### config.mk
export PLATFORM = sky130hd
export DESIGN_NAME = clk_freq_monitor
export DESIGN_NICKNAME = d
export VERILOG_FILES = /design/src/rtl/clk_mon_pkg.sv /design/src/rtl/sync_edge_det.sv /design/src/rtl/clk_freq_monitor.sv
export SDC_FILE = /design/constraint.sdc
export NUM_CORES = 1
export LEC_CHECK = 0
export CAP_MARGIN = 40
export CORE_ASPECT_RATIO = 2
export CORE_UTILIZATION = 40
export CTS_CLUSTER_SIZE = 40
export DETAILED_ROUTE_END_ITERATION = 16
export PLACE_DENSITY = 0.7
export SETUP_SLACK_MARGIN = 0.1
export SLEW_MARGIN = 30
export SYNTH_ARGS = -nofsm -noshare
export SYNTH_HDL_FRONTEND = slang
export SYNTH_SLANG_ARGS = --single-unit
export TNS_END_PERCENT = 1
### constraint.sdc
create_clock -name clk -period 4.1 [get_ports clk]
set_clock_uncertainty 0.15 [all_clocks]
set_input_delay 0.41 -clock clk [delete_from_list [all_inputs] [get_ports clk]]
set_output_delay 0.41 -clock clk [all_outputs]
set_load 0.02 [all_outputs]
### src/rtl/clk_mon_pkg.sv
// Shared definitions for the clock frequency monitor: FSM encodings and
// counter saturation helper.
package clk_mon_pkg;

    typedef enum logic [1:0] {
        ST_IDLE = 2'd0,
        ST_ACQ  = 2'd1,
        ST_MEAS = 2'd2
    } state_t;

    function automatic logic [31:0] sat_max(input int unsigned w);
        if (w >= 32) begin
            return 32'hFFFF_FFFF;
        end
        return (32'd1 << w) - 32'd1;
    endfunction

endpackage

### src/rtl/sync_edge_det.sv
// Synchronizer chain for an asynchronous level plus rising-edge detect on
// the synchronized output.
module sync_edge_det #(
    parameter int SYNC_STAGES = 2
) (
    input  logic clk,
    input  logic rst,
    input  logic d,
    output logic s,
    output logic re
);

    logic [SYNC_STAGES-1:0] sync_q;
    logic                   s_d_q;

    always_ff @(posedge clk or posedge rst) begin
        if (rst) begin
            sync_q <= '0;
            s_d_q  <= 1'b0;
        end else begin
            sync_q <= {sync_q[SYNC_STAGES-2:0], d};
            s_d_q  <= sync_q[SYNC_STAGES-1];
        end
    end

    assign s  = sync_q[SYNC_STAGES-1];
    assign re = sync_q[SYNC_STAGES-1] & ~s_d_q;

endmodule

### src/rtl/clk_freq_monitor.sv
// Measures period and high time of a monitored clock in reference-clock
// cycles, tracks lock against a period window and detects a stopped clock.
module clk_freq_monitor
    import clk_mon_pkg::*;
#(
    parameter int SYNC_STAGES = 2,
    parameter int CNT_W       = 16,
    parameter int PER_MIN     = 8,
    parameter int PER_MAX     = 12,
    parameter int LOCK_CNT    = 4,
    parameter int TIMEOUT     = 64
) (
    input  logic             clk,
    input  logic             rst,
    input  logic             en,
    input  logic             mon_clk,
    output logic [CNT_W-1:0] period,
    output logic [CNT_W-1:0] high_time,
    output logic             valid,
    output logic             locked,
    output logic             err_fast,
    output logic             err_slow,
    output logic             lost
);

    localparam int GW = $clog2(LOCK_CNT + 1);
    localparam logic [CNT_W-1:0] CNT_MAX = CNT_W'(sat_max(CNT_W));
    localparam logic [CNT_W-1:0] PMIN    = CNT_W'(PER_MIN);
    localparam logic [CNT_W-1:0] PMAX    = CNT_W'(PER_MAX);
    localparam logic [CNT_W-1:0] TMO     = CNT_W'(TIMEOUT);
    localparam logic [CNT_W-1:0] ONE     = CNT_W'(1);
    localparam logic [GW-1:0]    GOOD_MAX = GW'(LOCK_CNT);

    logic s;
    logic re;

    sync_edge_det #(
        .SYNC_STAGES(SYNC_STAGES)
    ) u_sync (
        .clk(clk),
        .rst(rst),
        .d  (mon_clk),
        .s  (s),
        .re (re)
    );

    state_t            state_q, state_d;
    logic [CNT_W-1:0]  cnt_q, cnt_d;
    logic [CNT_W-1:0]  hcnt_q, hcnt_d;
    logic [GW-1:0]     good_q, good_d;
    logic [CNT_W-1:0]  period_q, period_d;
    logic [CNT_W-1:0]  high_q, high_d;
    logic              valid_q, valid_d;
    logic              locked_q, locked_d;
    logic              err_fast_q, err_fast_d;
    logic              err_slow_q, err_slow_d;
    logic              lost_q, lost_d;

    logic [CNT_W-1:0]  cnt_inc;
    logic [CNT_W-1:0]  hcnt_inc;
    logic [GW-1:0]     good_inc;

    always_comb begin
        state_d    = state_q;
        cnt_d      = cnt_q;
        hcnt_d     = hcnt_q;
        good_d     = good_q;
        period_d   = period_q;
        high_d     = high_q;
        valid_d    = 1'b0;
        locked_d   = locked_q;
        err_fast_d = 1'b0;
        err_slow_d = 1'b0;
        lost_d     = lost_q;

        cnt_inc  = (cnt_q == CNT_MAX) ? cnt_q : cnt_q + ONE;
        hcnt_inc = (hcnt_q == CNT_MAX) ? hcnt_q : hcnt_q + ONE;
        good_inc = (good_q == GOOD_MAX) ? good_q : good_q + GW'(1);

        // Disable overrides every state; measurement results are kept.
        if (!en) begin
            state_d  = ST_IDLE;
            cnt_d    = '0;
            hcnt_d   = '0;
            good_d   = '0;
            locked_d = 1'b0;
            lost_d   = 1'b0;
        end else begin
            case (state_q)
                ST_IDLE: begin
                    cnt_d   = '0;
                    hcnt_d  = '0;
                    state_d = ST_ACQ;
                end
                ST_ACQ: begin
                    if (re) begin
                        cnt_d   = ONE;
                        hcnt_d  = ONE;
                        lost_d  = 1'b0;
                        state_d = ST_MEAS;
                    end
                end
                ST_MEAS: begin
                    // An edge takes priority over a coincident timeout.
                    if (re) begin
                        cnt_d    = ONE;
                        hcnt_d   = ONE;
                        period_d = cnt_q;
                        high_d   = hcnt_q;
                        valid_d  = 1'b1;
                        if (cnt_q < PMIN) begin
                            err_fast_d = 1'b1;
                            good_d     = '0;
                            locked_d   = 1'b0;
                        end else if (cnt_q > PMAX) begin
                            err_slow_d = 1'b1;
                            good_d     = '0;
                            locked_d   = 1'b0;
                        end else begin
                            good_d   = good_inc;
                            locked_d = (good_inc == GOOD_MAX);
                        end
                    end else if (cnt_q == TMO) begin
                        lost_d   = 1'b1;
                        locked_d = 1'b0;
                        good_d   = '0;
                        state_d  = ST_ACQ;
                    end else begin
                        cnt_d = cnt_inc;
                        if (s) begin
                            hcnt_d = hcnt_inc;
                        end
                    end
                end
                default: state_d = ST_IDLE;
            endcase
        end
    end

    always_ff @(posedge clk or posedge rst) begin
        if (rst) begin
            state_q    <= ST_IDLE;
            cnt_q      <= '0;
            hcnt_q     <= '0;
            good_q     <= '0;
            period_q   <= '0;
            high_q     <= '0;
            valid_q    <= 1'b0;
            locked_q   <= 1'b0;
            err_fast_q <= 1'b0;
            err_slow_q <= 1'b0;
            lost_q     <= 1'b0;
        end else begin
            state_q    <= state_d;
            cnt_q      <= cnt_d;
            hcnt_q     <= hcnt_d;
            good_q     <= good_d;
            period_q   <= period_d;
            high_q     <= high_d;
            valid_q    <= valid_d;
            locked_q   <= locked_d;
            err_fast_q <= err_fast_d;
            err_slow_q <= err_slow_d;
            lost_q     <= lost_d;
        end
    end

    assign period    = period_q;
    assign high_time = high_q;
    assign valid     = valid_q;
    assign locked    = locked_q;
    assign err_fast  = err_fast_q;
    assign err_slow  = err_slow_q;
    assign lost      = lost_q;

endmodule

Yosys cells after proc, flatten, opt, wreduce, memory -nomap -nowiden. Cells that the tools add are included.

Register bits: 77. Input bits: 4. Output and inout port bits: 37. Word-level logic and storage cells: 92.

$add $sub $neg: 3. Magnitude comparators: 2. Equal/unequal tests: 18. Mux-type cells: 47. Bitwise gates (word level): 2. Reductions and logical operators: 7.

Operator list (number): two-way mux 16 bit (10); case mux 16 bit (3 select lines) (2); adder 16 x 1 -> 16 bit (second input constant) (2); == test 16 bit (second input constant) (2); two-way mux 1 bit (22); two-way mux 3 bit (7); == test 16 x 7 -> 1 bit (second input constant) (1); > comparator 16 x 4 -> 1 bit (second input constant) (1); < comparator 16 x 4 -> 1 bit (second input constant) (1); inequality test 4 bit (second input constant) (3); inequality test 3 bit (second input constant) (3); two-way mux 2 bit (4); AND reduction 4 bit (2); == test 3 bit (second input constant) (2); inequality test 3 x 1 -> 1 bit (second input constant) (2); case mux 2 bit (3 select lines) (1); AND reduction 3 bit (2); AND reduction 5 bit (1); inequality test 4 x 1 -> 1 bit (second input constant) (1); inequality test 4 x 3 -> 1 bit (second input constant) (1); adder 3 x 1 -> 3 bit (second input constant) (1); == test 2 x 1 -> 1 bit (second input constant) (1); == test 2 bit (second input constant) (1); logical NOT 2 bit (1); 5 further kinds (5).

Depth between registers and ports, before layout.
Depth in word-level cells: 8. Depth in mapped cells: 9. Gate-level depth less buffers: 7.

Cells and area by module. Synthesis repeated with hierarchy kept, for this count alone.

Cell total of the unflattened synthesis: 379. Area total of the unflattened synthesis: 4041.4 sq um.

Modules (own cells, without submodules): clk_freq_monitor (instances 1, cells each 374, area an instance 3948.8 sq um, seq. area each 1851.8 sq um); sync_edge_det (instances 1, cells each 5, area an instance 92.6 sq um, seq. area each 75.1 sq um).

Worst setup path before layout. OpenSTA, ideal clock, no wires.

Kind: reg-to-reg. Start point: register state_q[0]. End point: register hcnt_q[10]. Library setup time: 0.110 ns. Arrival time: 1.918 ns. Path slack: 1.922 ns. Cell stages (with the launch flop): 9. Buffers on the path: 2. Clock period less this slack: 2.178 ns. Cells stage by stage: dfrtp_1 -> ha_1 -> buf_2 -> nor2_1 -> a21boi_0 -> o2bb2ai_1 -> or2_2 -> buf_6 -> o41ai_1.

Cells in the longest elaborated chain, start to end: 3.

RTL lines: start: declaration (line clk_freq_monitor.sv:47) `state_t state_q, state_d;`; start signal: assignment (line clk_freq_monitor.sv:154) `state_q <= state_d;`; == test 2 bit (tied with other cells) (line clk_freq_monitor.sv:89) `case (state_q)`; inequality test 4 x 3 -> 1 bit (no source line) (tied with other cells); AND reduction 5 bit (no source line) / two-way mux 16 bit (equally long branches); end signal: assignment (line clk_freq_monitor.sv:156) `hcnt_q <= hcnt_d;`; end: declaration (line clk_freq_monitor.sv:49) `logic [CNT_W-1:0] hcnt_q, hcnt_d;`.

Several ways; a longest one is shown, not always the timed one. A chain may end at the register's enable or synchronous reset.

Worst setup path after layout.
Start point: register state_q[0]. End point: register cnt_q[15].

Cells in the longest elaborated chain, start to end: 3.

RTL lines: == test 2 bit (tied with other cells) (line clk_freq_monitor.sv:89); inequality test 4 x 1 -> 1 bit (no source line) (tied with other cells); AND reduction 4 bit (no source line) / two-way mux 16 bit (equally long branches); end signal: assignment (line clk_freq_monitor.sv:155) `cnt_q <= cnt_d;`; end: declaration (line clk_freq_monitor.sv:48) `logic [CNT_W-1:0] cnt_q, cnt_d;`.

Several ways; a longest one is shown, not always the timed one.

==> impl_metrics.py <==
metrics = {
    "sta": {
        "fmax_mhz": 350,
        "fin_ws_ps": 1240,
        "hold_violations": 0,
        "drv_slew": 0,
        "fin_crit_ps": 2860,
        "slew_headroom_pct": 51.4,
        "finalCritPeriodShare_pct": 69.8,
        "finalSetupTns_ps": 0,
        "grt_setup_unrepaired": "no",
        "setup-violations-final": 0,
        "worst_slew_pin_slew_ps": 727,
    },
    "yosys": {
        "ys_seq_elements": 77,
        "ys_seq_area_share_pct": 49.0,
        "synth.avg_cell_area_sq_um": 8.99,
        "yosysWarnings": 0,
        "synth_edf_count": 0,
        "syn_nets": 451,
        "synthArstFlopShare_pct": 100,
        "synthCells": 438,
        "ys.flop_type": "dfrtp_1",
        "synth_area_sq_um": 3940,
        "yosysUniqueCellTypes": 54,
    },
    "global_route": {
        "grt_usage_pct": 20.7,
        "grt-ovfl-total": 0,
        "antenna_found_initial": 0,
        "grt_pass1_vias": 3433,
        "grt_pass1_wl_um": 16200,
        "grt_max_degree": 36,
    },
    "cts": {
        "cts_buffers": 9,
        "clk_latency_ps": 340,
        "ctsHtreeMaxLevel": 3,
        "cts-root-buf": "clkbuf_16",
        "cts_hold_buf": 0,
        "tritoncts": "built",
        "cts_setup_buffers": 0,
        "cts_sinks": 77,
        "cts_buffer_depth": 2,
        "clkTransAtPathRegs_ps": 60,
        "post_cts_resized": 0,
    },
    "placed_design": {
        "dp_hpwl_um": 7150,
        "port_buffers": 40,
        "routabilityCongestion": 0.888,
        "pre_cts_slack_ps": 1100,
        "placedInstanceArea_sq_um": 4420,
        "dpl.cell_count": 587,
    },
    "detailed_routing": {
        "wl_per_cell_um": 16.5,
        "route.met2.wl_um": 5540,
        "dr.first_iter.drc_count": 229,
        "wl_met1_um": 3620,
        "postRouteAntennaNets": 0,
        "dr_total_vias": 3446,
        "viasPerCell": 5.71,
        "drc": 0,
        "routed_wl_um": 9960,
        "dr_wl_met3_um": 312,
        "drt_pre_antenna_iters": 5,
        "highest_layer": "met4",
    },
    "die": {
        "core_sq_um": 9450,
        "rows": 50,
        "initial_core_util_pct": 41.7,
        "die_x_um": 72.1,
        "io_pins": 41,
        "dieArea_sq_um": 10300,
        "fp.dieH_um": 142,
    },
    "critical_path": {
        "crit_path_start_kind": "flip-flop",
        "cp_max_fo": 14,
        "required_ps": 4170,
        "worst_path_max_delay_cell": "nor4_2",
        "crit_type": "reg -> reg",
        "path_delay_family": "simple AND/OR/NAND/NOR gates",
        "worstPathCellList": "inv_1, ha_1, nand4_1, nor4_2, nand2_1, o311ai_0",
        "critical_path_buf_inv_count": 1,
        "arrival_ps": 2930,
        "critPathCaptureType": "flip-flop",
        "cpPeakStageDelay_ps": 680,
        "ff2ff_setup_slack_ps": 1240,
    },
    "layout": {
        "final_area_sq_um": 4760,
        "fin_util_pct": 50.3,
        "area_delta_synth_final_pct": 20.8,
        "layout-drive-gt1-share_pct": 7.17,
        "fin_nets": 482,
        "finalNonFillerCells": 604,
        "n_antenna_cell": 0,
    },
    "run": {
        "max_cap_viol_count": 0,
    },
    "status": {
        "outcome": "finished, final reports clean",
    },
    "power": {
        "internal_power_mw": 1.43,
        "power_frac_clock_pct": 43.1,
        "sw_frac_of_total_pct": 28.1,
        "combPwrFrac_pct": 16.4,
        "p_switching_mw": 0.558,
        "p_per_area_nw_per_um2": 418,
        "seq_power_share_pct": 40.5,
        "total_leakage_power_nw": 2.22,
        "ir_worst_vdd_uv": 230,
    },
    "min_path": {
        "holdCritPathClass": "reg -> reg",
    },
}
==> synth_stat cells, types with 5 or more instances <==
library cell,n,area (sq um)
nand2_1,112,420
dfrtp_1,77,1930
nor2_1,25,93.8
nand3_1,17,85.1
o31ai_1,17,128
o21ai_0,16,80.1
buf_2,12,60.1
clkbuf_1,12,45.0
a21oi_1,11,55.1
inv_1,11,41.3
nor3_1,10,50.1
nor4_1,10,62.6
and3_1,9,56.3
ha_1,9,113
nand4_1,9,56.3
a31oi_1,6,37.5
a211o_1,5,43.8
nor2b_1,5,31.3
o2bb2ai_1,5,43.8
==> area by class of cell <==
cell class,count,area (sq um)
Clock inverter,6,86.3
Sequential cell,77,1930
Clock buffer,10,239
Timing Repair Buffer,48,464
Tap cell,130,163
Fill cell,872,4690
Inverter,12,45.0
Multi-Input combinational cell,321,1830
==> worst register-to-register path, delay by kind of cell, from the launching register on <==
kind | cells | cell delay [ps]
AO/OA/AOI/OAI | 1 | 330
adder cells (fa/ha/maj) | 1 | 430
buffers and inverters | 1 | 120
flip-flops | 1 | 410
AND/OR/NAND/NOR | 3 | 1310
==> path summary, 6_finish.rpt <==
kind / startpoint / endpoint / cells past startpoint
min in group asynchronous: rst / high_time[13] / 2
hold reg to reg: u_sync.sync_q[0] / u_sync.sync_q[1] / 0
setup / recovery: state_q[0] / cnt_q[15] / 6
hold / removal: u_sync.sync_q[0] / u_sync.sync_q[1] / 0
max in group asynchronous: rst / hcnt_q[3] / 3
setup reg to reg: state_q[0] / cnt_q[15] / 6
==> sequential cells by signal, summed over array words and instances (netlist names) <==
| signal | count |
|---|---|
| high_time | 16 |
| locked | 1 |
| hcnt_q | 16 |
| u_sync.s_d_q | 1 |
| err_slow | 1 |
| u_sync.sync_q | 2 |
| good_q | 3 |
| err_fast | 1 |
| valid | 1 |
| period | 16 |
| lost | 1 |
| state_q | 2 |
| cnt_q | 16 |
==> metrics by stage <==
stage               power (mW)  hold slack (ps)
floorplan                 1.05              181
global placement          1.13              187
detailed placement        1.14              187
CTS                       2.00              200
global route              2.06              217
finish                    1.99              197
==> logic make-up after synthesis <==
group,after synthesis,synth area share (%)
AO/OA/AOI/OAI,85,15.2
XOR/XNOR,1,0.223
adder cells (fa/ha/maj),9,2.86
buffers and inverters,40,4.51
flip-flops,77,49.0
multiplexers,5,1.30
AND/OR/NAND/NOR,221,26.9
==> layer usage <==
metal / global-route usage, % / vias to the layer above
met5: 0 / -
met4: 15.1 / 0
met3: 3.47 / 34
met2: 37.1 / 99
met1: 20.8 / 1699
li1: - / 1614
==> placed cells by master (no fill, tap or decap), types with 7 or more instances in the layout <==
master,instances
clkdlybuf4s50_1,40
nand3_1,17
o21ai_0,16
nor4_1,10
nor2_1,25
inv_1,10
nand2_1,112
and3_1,9
ha_1,9
nand4_1,9
clkbuf_16,9
nor3_1,10
o31ai_1,17
buf_4,7
a21oi_1,11
dfrtp_1,77
==> power groups by stage <==
stage | clock (mW) | sequential [mW] | combinational, mW
after global placement | 0 | 0.817 | 0.310
after detailed placement | 0 | 0.818 | 0.319
after CTS | 0.870 | 0.804 | 0.323
after global routing | 0.902 | 0.807 | 0.352
after floorplan | 0 | 0.816 | 0.232
final | 0.857 | 0.805 | 0.326
Power figures use the tool's default switching activity.
